`src/rtl/audio_matrix_pkg.sv`:
```
// Shared types and width/saturation helpers for the audio crosspoint mixer.
// Optional saturation build: define AUDIO_MATRIX_SAT_EN.
package audio_matrix_pkg;

    typedef enum logic [2:0] {
        IDLE  = 3'd0,
        LOAD  = 3'd1,
        RUN   = 3'd2,
        DRAIN = 3'd3,
        DONE  = 3'd4
    } state_t;

    // Gains are Q2.(gain_bits-2), so unity sits two bits below the top.
    function automatic int GAIN_UNITY(input int gain_bits);
        return 1 << (gain_bits - 2);
    endfunction

    function automatic int acc_width(input int bitsize, input int gain_bits, input int n_in);
        return bitsize + gain_bits + $clog2(n_in);
    endfunction

    function automatic int addr_width(input int n_in, input int n_out);
        return (n_in * n_out > 1) ? $clog2(n_in * n_out) : 1;
    endfunction

    function automatic logic signed [63:0] sat_clamp(input logic signed [63:0] v, input int bits);
        logic signed [63:0] hi;
        logic signed [63:0] lo;
        hi = (64'sd1 <<< (bits - 1)) - 64'sd1;
        lo = -(64'sd1 <<< (bits - 1));
        if (v > hi) return hi;
        if (v < lo) return lo;
        return v;
    endfunction

endpackage

```
`src/rtl/audio_matrix_mac.sv`:
```
// Two-stage multiply/accumulate datapath: registered product, then accumulate with
// scale and narrow on the last term of each output (clamped when AUDIO_MATRIX_SAT_EN).
module audio_matrix_mac
    import audio_matrix_pkg::*;
#(
    parameter int BITSIZE   = 16,
    parameter int GAIN_BITS = 8,
    parameter int N_IN      = 11
) (
    input  logic                        clk,
    input  logic                        rst,
    input  logic                        clr,
    input  logic                        vld,
    input  logic                        last,
    input  logic signed [BITSIZE-1:0]   sample,
    input  logic signed [GAIN_BITS-1:0] gain,
    output logic [BITSIZE-1:0]          result,
    output logic                        result_valid
);

    localparam int PW    = BITSIZE + GAIN_BITS;
    localparam int ACC_W = acc_width(BITSIZE, GAIN_BITS, N_IN);
    localparam int SHIFT = GAIN_BITS - 2;

    logic signed [PW-1:0]    prod_r;
    logic                    prod_vld_r;
    logic                    prod_last_r;
    logic signed [ACC_W-1:0] acc;
    logic signed [ACC_W-1:0] sum;
    logic signed [ACC_W-1:0] scaled;
    logic [BITSIZE-1:0]      narrowed;
`ifdef AUDIO_MATRIX_SAT_EN
    logic signed [63:0]      clamped;
`endif

    always_comb begin
        sum    = acc + ACC_W'(prod_r);
        // Arithmetic shift floors toward minus infinity.
        scaled = sum >>> SHIFT;
`ifdef AUDIO_MATRIX_SAT_EN
        clamped  = sat_clamp(64'(scaled), BITSIZE);
        narrowed = BITSIZE'(clamped);
`else
        narrowed = BITSIZE'(scaled);
`endif
    end

    always_ff @(posedge clk) begin
        if (rst) begin
            prod_r       <= '0;
            prod_vld_r   <= 1'b0;
            prod_last_r  <= 1'b0;
            acc          <= '0;
            result       <= '0;
            result_valid <= 1'b0;
        end else begin
            prod_r       <= PW'(sample) * PW'(gain);
            prod_vld_r   <= vld && !clr;
            prod_last_r  <= last;
            result_valid <= 1'b0;
            if (clr) begin
                acc <= '0;
            end else if (prod_vld_r) begin
                if (prod_last_r) begin
                    acc          <= '0;
                    result       <= narrowed;
                    result_valid <= 1'b1;
                end else begin
                    acc <= sum;
                end
            end
        end
    end

endmodule

```
`src/rtl/audio_matrix_mixer.sv`:
```
// N_IN x N_OUT weighted crosspoint mixer with shadow/active gain banks and one shared MAC.
// Saturating output narrowing is enabled by defining AUDIO_MATRIX_SAT_EN.
module audio_matrix_mixer
    import audio_matrix_pkg::*;
#(
    parameter int BITSIZE   = 16,
    parameter int N_IN      = 11,
    parameter int N_OUT     = 12,
    parameter int GAIN_BITS = 8,
    localparam int ADDR_W   = addr_width(N_IN, N_OUT)
) (
    input  logic                     clk,
    input  logic                     rst,
    input  logic                     sample_stb,
    input  logic [N_IN*BITSIZE-1:0]  in_bus,
    input  logic                     wr_en,
    input  logic [ADDR_W-1:0]        wr_addr,
    input  logic [GAIN_BITS-1:0]     wr_data,
    input  logic                     commit,
    input  logic                     ovr_clr,
    output logic [N_OUT*BITSIZE-1:0] out_bus,
    output logic                     out_valid,
    output logic                     busy,
    output logic                     overrun,
    output logic                     commit_pending
);

    localparam int N  = N_IN * N_OUT;
    localparam int IW = (N_IN > 1) ? $clog2(N_IN) : 1;
    localparam int OW = (N_OUT > 1) ? $clog2(N_OUT) : 1;

    state_t                      state;
    logic [IW-1:0]               i_cnt;
    logic [ADDR_W-1:0]           idx;
    logic [OW-1:0]               res_idx;
    logic                        drain_cnt;
    logic signed [GAIN_BITS-1:0] shadow [N];
    logic signed [GAIN_BITS-1:0] active [N];
    logic signed [BITSIZE-1:0]   in_reg [N_IN];
    logic [BITSIZE-1:0]          res_reg [N_OUT];
    logic [BITSIZE-1:0]          res_next [N_OUT];
    logic [BITSIZE-1:0]          mac_result;
    logic                        mac_result_valid;
    logic                        wr_ok;

    assign wr_ok = wr_en && (32'(wr_addr) < N);
    assign busy  = (state != IDLE);

    // The last output's result lands in the same cycle DONE is entered, so bypass it.
    always_comb begin
        for (int k = 0; k < N_OUT; k++) res_next[k] = res_reg[k];
        if (mac_result_valid) res_next[res_idx] = mac_result;
    end

    audio_matrix_mac #(
        .BITSIZE   (BITSIZE),
        .GAIN_BITS (GAIN_BITS),
        .N_IN      (N_IN)
    ) u_mac (
        .clk          (clk),
        .rst          (rst),
        .clr          (state == LOAD),
        .vld          (state == RUN),
        .last         (i_cnt == IW'(N_IN - 1)),
        .sample       (in_reg[i_cnt]),
        .gain         (active[idx]),
        .result       (mac_result),
        .result_valid (mac_result_valid)
    );

    always_ff @(posedge clk) begin
        if (rst) begin
            state          <= IDLE;
            i_cnt          <= '0;
            idx            <= '0;
            res_idx        <= '0;
            drain_cnt      <= 1'b0;
            out_bus        <= '0;
            out_valid      <= 1'b0;
            overrun        <= 1'b0;
            commit_pending <= 1'b0;
            for (int k = 0; k < N; k++) begin
                shadow[k] <= '0;
                active[k] <= '0;
            end
            for (int k = 0; k < N_IN; k++) in_reg[k] <= '0;
            for (int k = 0; k < N_OUT; k++) res_reg[k] <= '0;
        end else begin
            out_valid <= 1'b0;
            if (wr_ok) shadow[wr_addr] <= wr_data;

            // A commit arriving during LOAD must survive the clear below.
            if (commit) commit_pending <= 1'b1;
            else if (state == LOAD) commit_pending <= 1'b0;

            if (sample_stb && busy) overrun <= 1'b1;
            else if (ovr_clr) overrun <= 1'b0;

            for (int k = 0; k < N_OUT; k++) res_reg[k] <= res_next[k];
            if (mac_result_valid) res_idx <= res_idx + 1'b1;

            case (state)
                IDLE: begin
                    if (sample_stb) state <= LOAD;
                end
                LOAD: begin
                    for (int k = 0; k < N_IN; k++) in_reg[k] <= in_bus[k*BITSIZE +: BITSIZE];
                    if (commit_pending) begin
                        for (int k = 0; k < N; k++) active[k] <= shadow[k];
                    end
                    i_cnt   <= '0;
                    idx     <= '0;
                    res_idx <= '0;
                    state   <= RUN;
                end
                RUN: begin
                    if (i_cnt == IW'(N_IN - 1)) i_cnt <= '0;
                    else i_cnt <= i_cnt + 1'b1;
                    if (idx == ADDR_W'(N - 1)) begin
                        idx       <= '0;
                        drain_cnt <= 1'b0;
                        state     <= DRAIN;
                    end else begin
                        idx <= idx + 1'b1;
                    end
                end
                DRAIN: begin
                    if (drain_cnt) begin
                        for (int k = 0; k < N_OUT; k++) out_bus[k*BITSIZE +: BITSIZE] <= res_next[k];
                        out_valid <= 1'b1;
                        state     <= DONE;
                    end else begin
                        drain_cnt <= 1'b1;
                    end
                end
                DONE: begin
                    state <= IDLE;
                end
                default: state <= IDLE;
            endcase
        end
    end

endmodule

```
`config.mk`:
```
export PLATFORM = sky130hd
export DESIGN_NAME = audio_matrix_mixer
export DESIGN_NICKNAME = d
export VERILOG_FILES = /design/src/rtl/audio_matrix_pkg.sv /design/src/rtl/audio_matrix_mac.sv /design/src/rtl/audio_matrix_mixer.sv
export SDC_FILE = /design/constraint.sdc
export NUM_CORES = 2
export LEC_CHECK = 0
export BUFFER_PORTS_ARGS = -buffer_cell sky130_fd_sc_hd__buf_4
export CAP_MARGIN = 15
export CORE_ASPECT_RATIO = 0.6
export CORE_MARGIN = 2
export CORE_UTILIZATION = 55
export DETAILED_ROUTE_END_ITERATION = 8
export PLACE_DENSITY = 0.71
export SLEW_MARGIN = 10
export SYNTH_ARGS = -nofsm -noshare
export SYNTH_HDL_FRONTEND = slang
export SYNTH_SLANG_ARGS = --single-unit
export TNS_END_PERCENT = 100
```
`constraint.sdc`:
```
create_clock -name clk -period 122.8 [get_ports clk]
set_input_delay 18.42 -clock clk [delete_from_list [all_inputs] [get_ports clk]]
set_output_delay 18.42 -clock clk [all_outputs]
set_load 0.005 [all_outputs]
```
==> results.tsv <==
stage	metric	value	unit
timing	RSZ-0062 raised after global routing	no	
worst_setup_path	Worst R2R End	u_mac.prod_r[21]	
timing	fmax	0.0438	GHz
worst_setup_path	CP required	123.29	ns
final_layout	Layout area overhead	11.2	%
drt	DRC errors left	0	
job	max_cap viols	0	
final_layout	fin util	61.4	%
final_layout	biggest regs	active: 1056 flops, shadow: 1056 flops	
drt	Final Routed Wirelength	285000	µm
timing	Max-slew headroom	13.0	%
synthesis	Post-synth top flop	edfxtp_1	
placement	placed cell count	10968	
power	sw power	0.486	mW
floorplanning	IO Pins	394	
power	cell-internal power	1.57	mW
power	Power Dens Cells	15.8	nW/µm²
synthesis	Post-synth ARST share	0	%
grt	grt ovf	0	
grt	pin count of the biggest net entering global routing	309	
floorplanning	die width	599	µm
floorplanning	Chip Height	361	µm
worst_setup_path	critical path launch point	rst	
placement	PortBufs	393	
power	clock share of power	37.3	%
synthesis	Yosys top cell area share	58.7	%
clock_tree	Reg clk slew, reported paths	0.07	ns
synthesis	syn avg cell area	14.4	µm²
clock_tree	Root Buffer	clkbuf_16	
grt	initial antenna violation count	21	
timing	max-slew violation count	0	
timing	Fin Clk Skew	0.0392	ns
clock_tree	Post-CTS Repair Setup Buffers	0	
timing	final setup margin	99.94	ns
worst_setup_path	startpoint types	input pin	
worst_setup_path	Crit. End Element	register	
final_layout	Nets	8722	
clock_tree	clk buf depth	4	
timing	Setup TNS	0	ns
clock_tree	CTS Buf Count	243	
drt	antenna viol nets, final	0	
final_layout	Final Cell Area	130000	µm²
run_status	outcome	finished clean	
placement	dpl cell area	122000	µm²
floorplanning	CORE AREA	212000	µm²
timing	Min Hold Slack	0.481	ns
clock_tree	total number of H-tree levels	4	
clock_tree	# clock sinks	2770	
worst_hold_path	HP Class	reg2reg	
worst_hold_path	Min-Delay Path Depth	1	
timing	period utilization	18.6	%
drt	Vias/cell	5.73	
synthesis	Net Count, Synth	8500	
grt	vias in the first global route	63624	
floorplanning	Die Area	217000	µm²
power	Sw Ratio	23.6	%
synthesis	Seq cells post-synth	2770	
timing	Hold Vio Cnt, Final	0	
placement	pre-CTS setup slack	99.03	ns
grt	first-pass GRT wire length	421000	µm
synthesis	Post-Syn Instances	8135	
clock_tree	Resize count post-CTS	0	
synthesis	top post-synthesis cells by area	edfxtp_1 59%, and2_1 12%, dfxtp_1 8.2%	
power	Reg power frac	52.7	%
drt	Initial DRC Count	8536	
worst_setup_path	R2R cell count	25	
placement	RD Place Congestion	0.829	
placement	post-detail-place hpwl	181000	µm
synthesis	synthesized cell area	117000	µm²
final_layout	Non-Filler Instances	11412	
worst_setup_path	Worst Setup Path Type	in2reg	
timing	min Tclk post-route	22.86	ns
floorplanning	initial core utilization	55.2	%
drt	total number of vias	65390	
synthesis	post-synth cell types	72	
power	Design Power	2.06	mW
worst_setup_path	critical path data arrival time	23.34	ns
power	combinational fraction of design power	10.0	%
power	leakage power	47.9	nW
synthesis	Seq/Total Area, Yosys	67.0	%
synthesis	EDFF count, synth	2288	
timing	# setup viols final	0	
floorplanning	FP Rows	131	
worst_setup_path	R2R setup slack	112.36	ns
clock_tree	TritonCTS clock tree	yes	
synthesis	synthesis warning total	0	
worst_hold_path	Min-Delay Startpoint	shadow[71][1]	
worst_setup_path	crit path max fanout	167	
drt	wire length per cell after detailed routing	25.0	µm
power	Max rail drop VDD	0.0115	mV
worst_hold_path	Worst Hold Endpoint	active[71][1]	
synthesis	largest area contributor in the netlist	edfxtp_1	
final_layout	layout cells sized above 1	16.2	%
clock_tree	hold_buf cts	0	
synthesis	most frequent cell after synthesis	edfxtp_1	
timing	actual slew at the worst max-slew pin	1.31	ns
synthesis	synth cell count leaders	2288 x edfxtp_1, 2266 x and2_1, 728 x nor2_1	
drt	Detailed Routing Iterations Pass 1	6	
clock_tree	Worst-Skew Late Latency	0.89	ns
grt	GR Util All Layers	26.3	%
==> cell usage in the layout, fill, tap and decap left out, types with 72 or more instances in the layout <==
cell       count
a211oi_1     218
and2_1      2266
buf_4        489
clkbuf_16    245
dfxtp_1      474
edfxtp_1    2288
fa_1          97
inv_1        151
mux2i_1      237
mux4_2       332
nand2_1       86
nor2_1       727
nor2b_1       72
or2_2        149
==> critical path: stages <==
cell and delay [ns]:
buf_8 0.37, buf_4 0.71, o21bai_4 0.28, buf_12 0.60, buf_12 0.69, buf_4 0.88
buf_4 0.95
==> power groups by stage <==
stage / sequential (mW) / clock [mW] / combinational, mW
CTS: 1.09 / 0.777 / 0.207
global placement: 1.10 / 0 / 0.202
finish: 1.09 / 0.768 / 0.206
floorplan: 1.14 / 0 / 0.146
detailed placement: 1.11 / 0 / 0.205
global route: 1.09 / 0.812 / 0.229
==> cell families (layout without fill, tap and decap cells) <==
| family | after synthesis | after routing | share of synthesized area (%) |
|---|---|---|---|
| xor gates and xnor gates | 39 | 39 | 0.304 |
| adders and majority gates | 167 | 167 | 2.41 |
| and+or+nand+nor | 3457 | 3457 | 16.7 |
| AOI/OAI and AO/OA | 436 | 436 | 2.65 |
| DFF | 2770 | 2770 | 67.0 |
| buffers and inverters | 669 | 1081 | 2.29 |
| other | 0 | 6 | 0 |
| muxes | 597 | 597 | 8.69 |
==> layout make-up <==
cell class / count / area [µm²]
clock inverter: 125 / 1260
antenna: 6 / 15.0
inverter: 149 / 559
sequential: 2770 / 78400
multi-input combinational: 4696 / 36100
fill: 15725 / 81800
clock buffer: 310 / 6520
tap: 2859 / 3580
timing repair buffer: 497 / 3820
==> worst max path at each step <==
stage	to	slack [ns]	cells past startpoint
floorplan	active[0][0]	71.18	3
global placement	active[117][7]	99.13	7
detailed placement	active[118][5]	99.03	7
CTS	active[107][2]	99.98	7
global route	active[104][2]	99.60	7
finish	active[117][7]	99.94	7
==> layer usage <==
| metal | vias up | GRT usage [%] | routed length (µm) |
|---|---|---|---|
| met5 | - | 0 | 68 |
| met4 | 12 | 5.94 | 6410 |
| met3 | 388 | 5.93 | 30100 |
| met2 | 2746 | 37.3 | 121000 |
| met1 | 33034 | 41.4 | 128000 |
| li1 | 29210 | - | - |
Power figures use the tool's default switching activity.
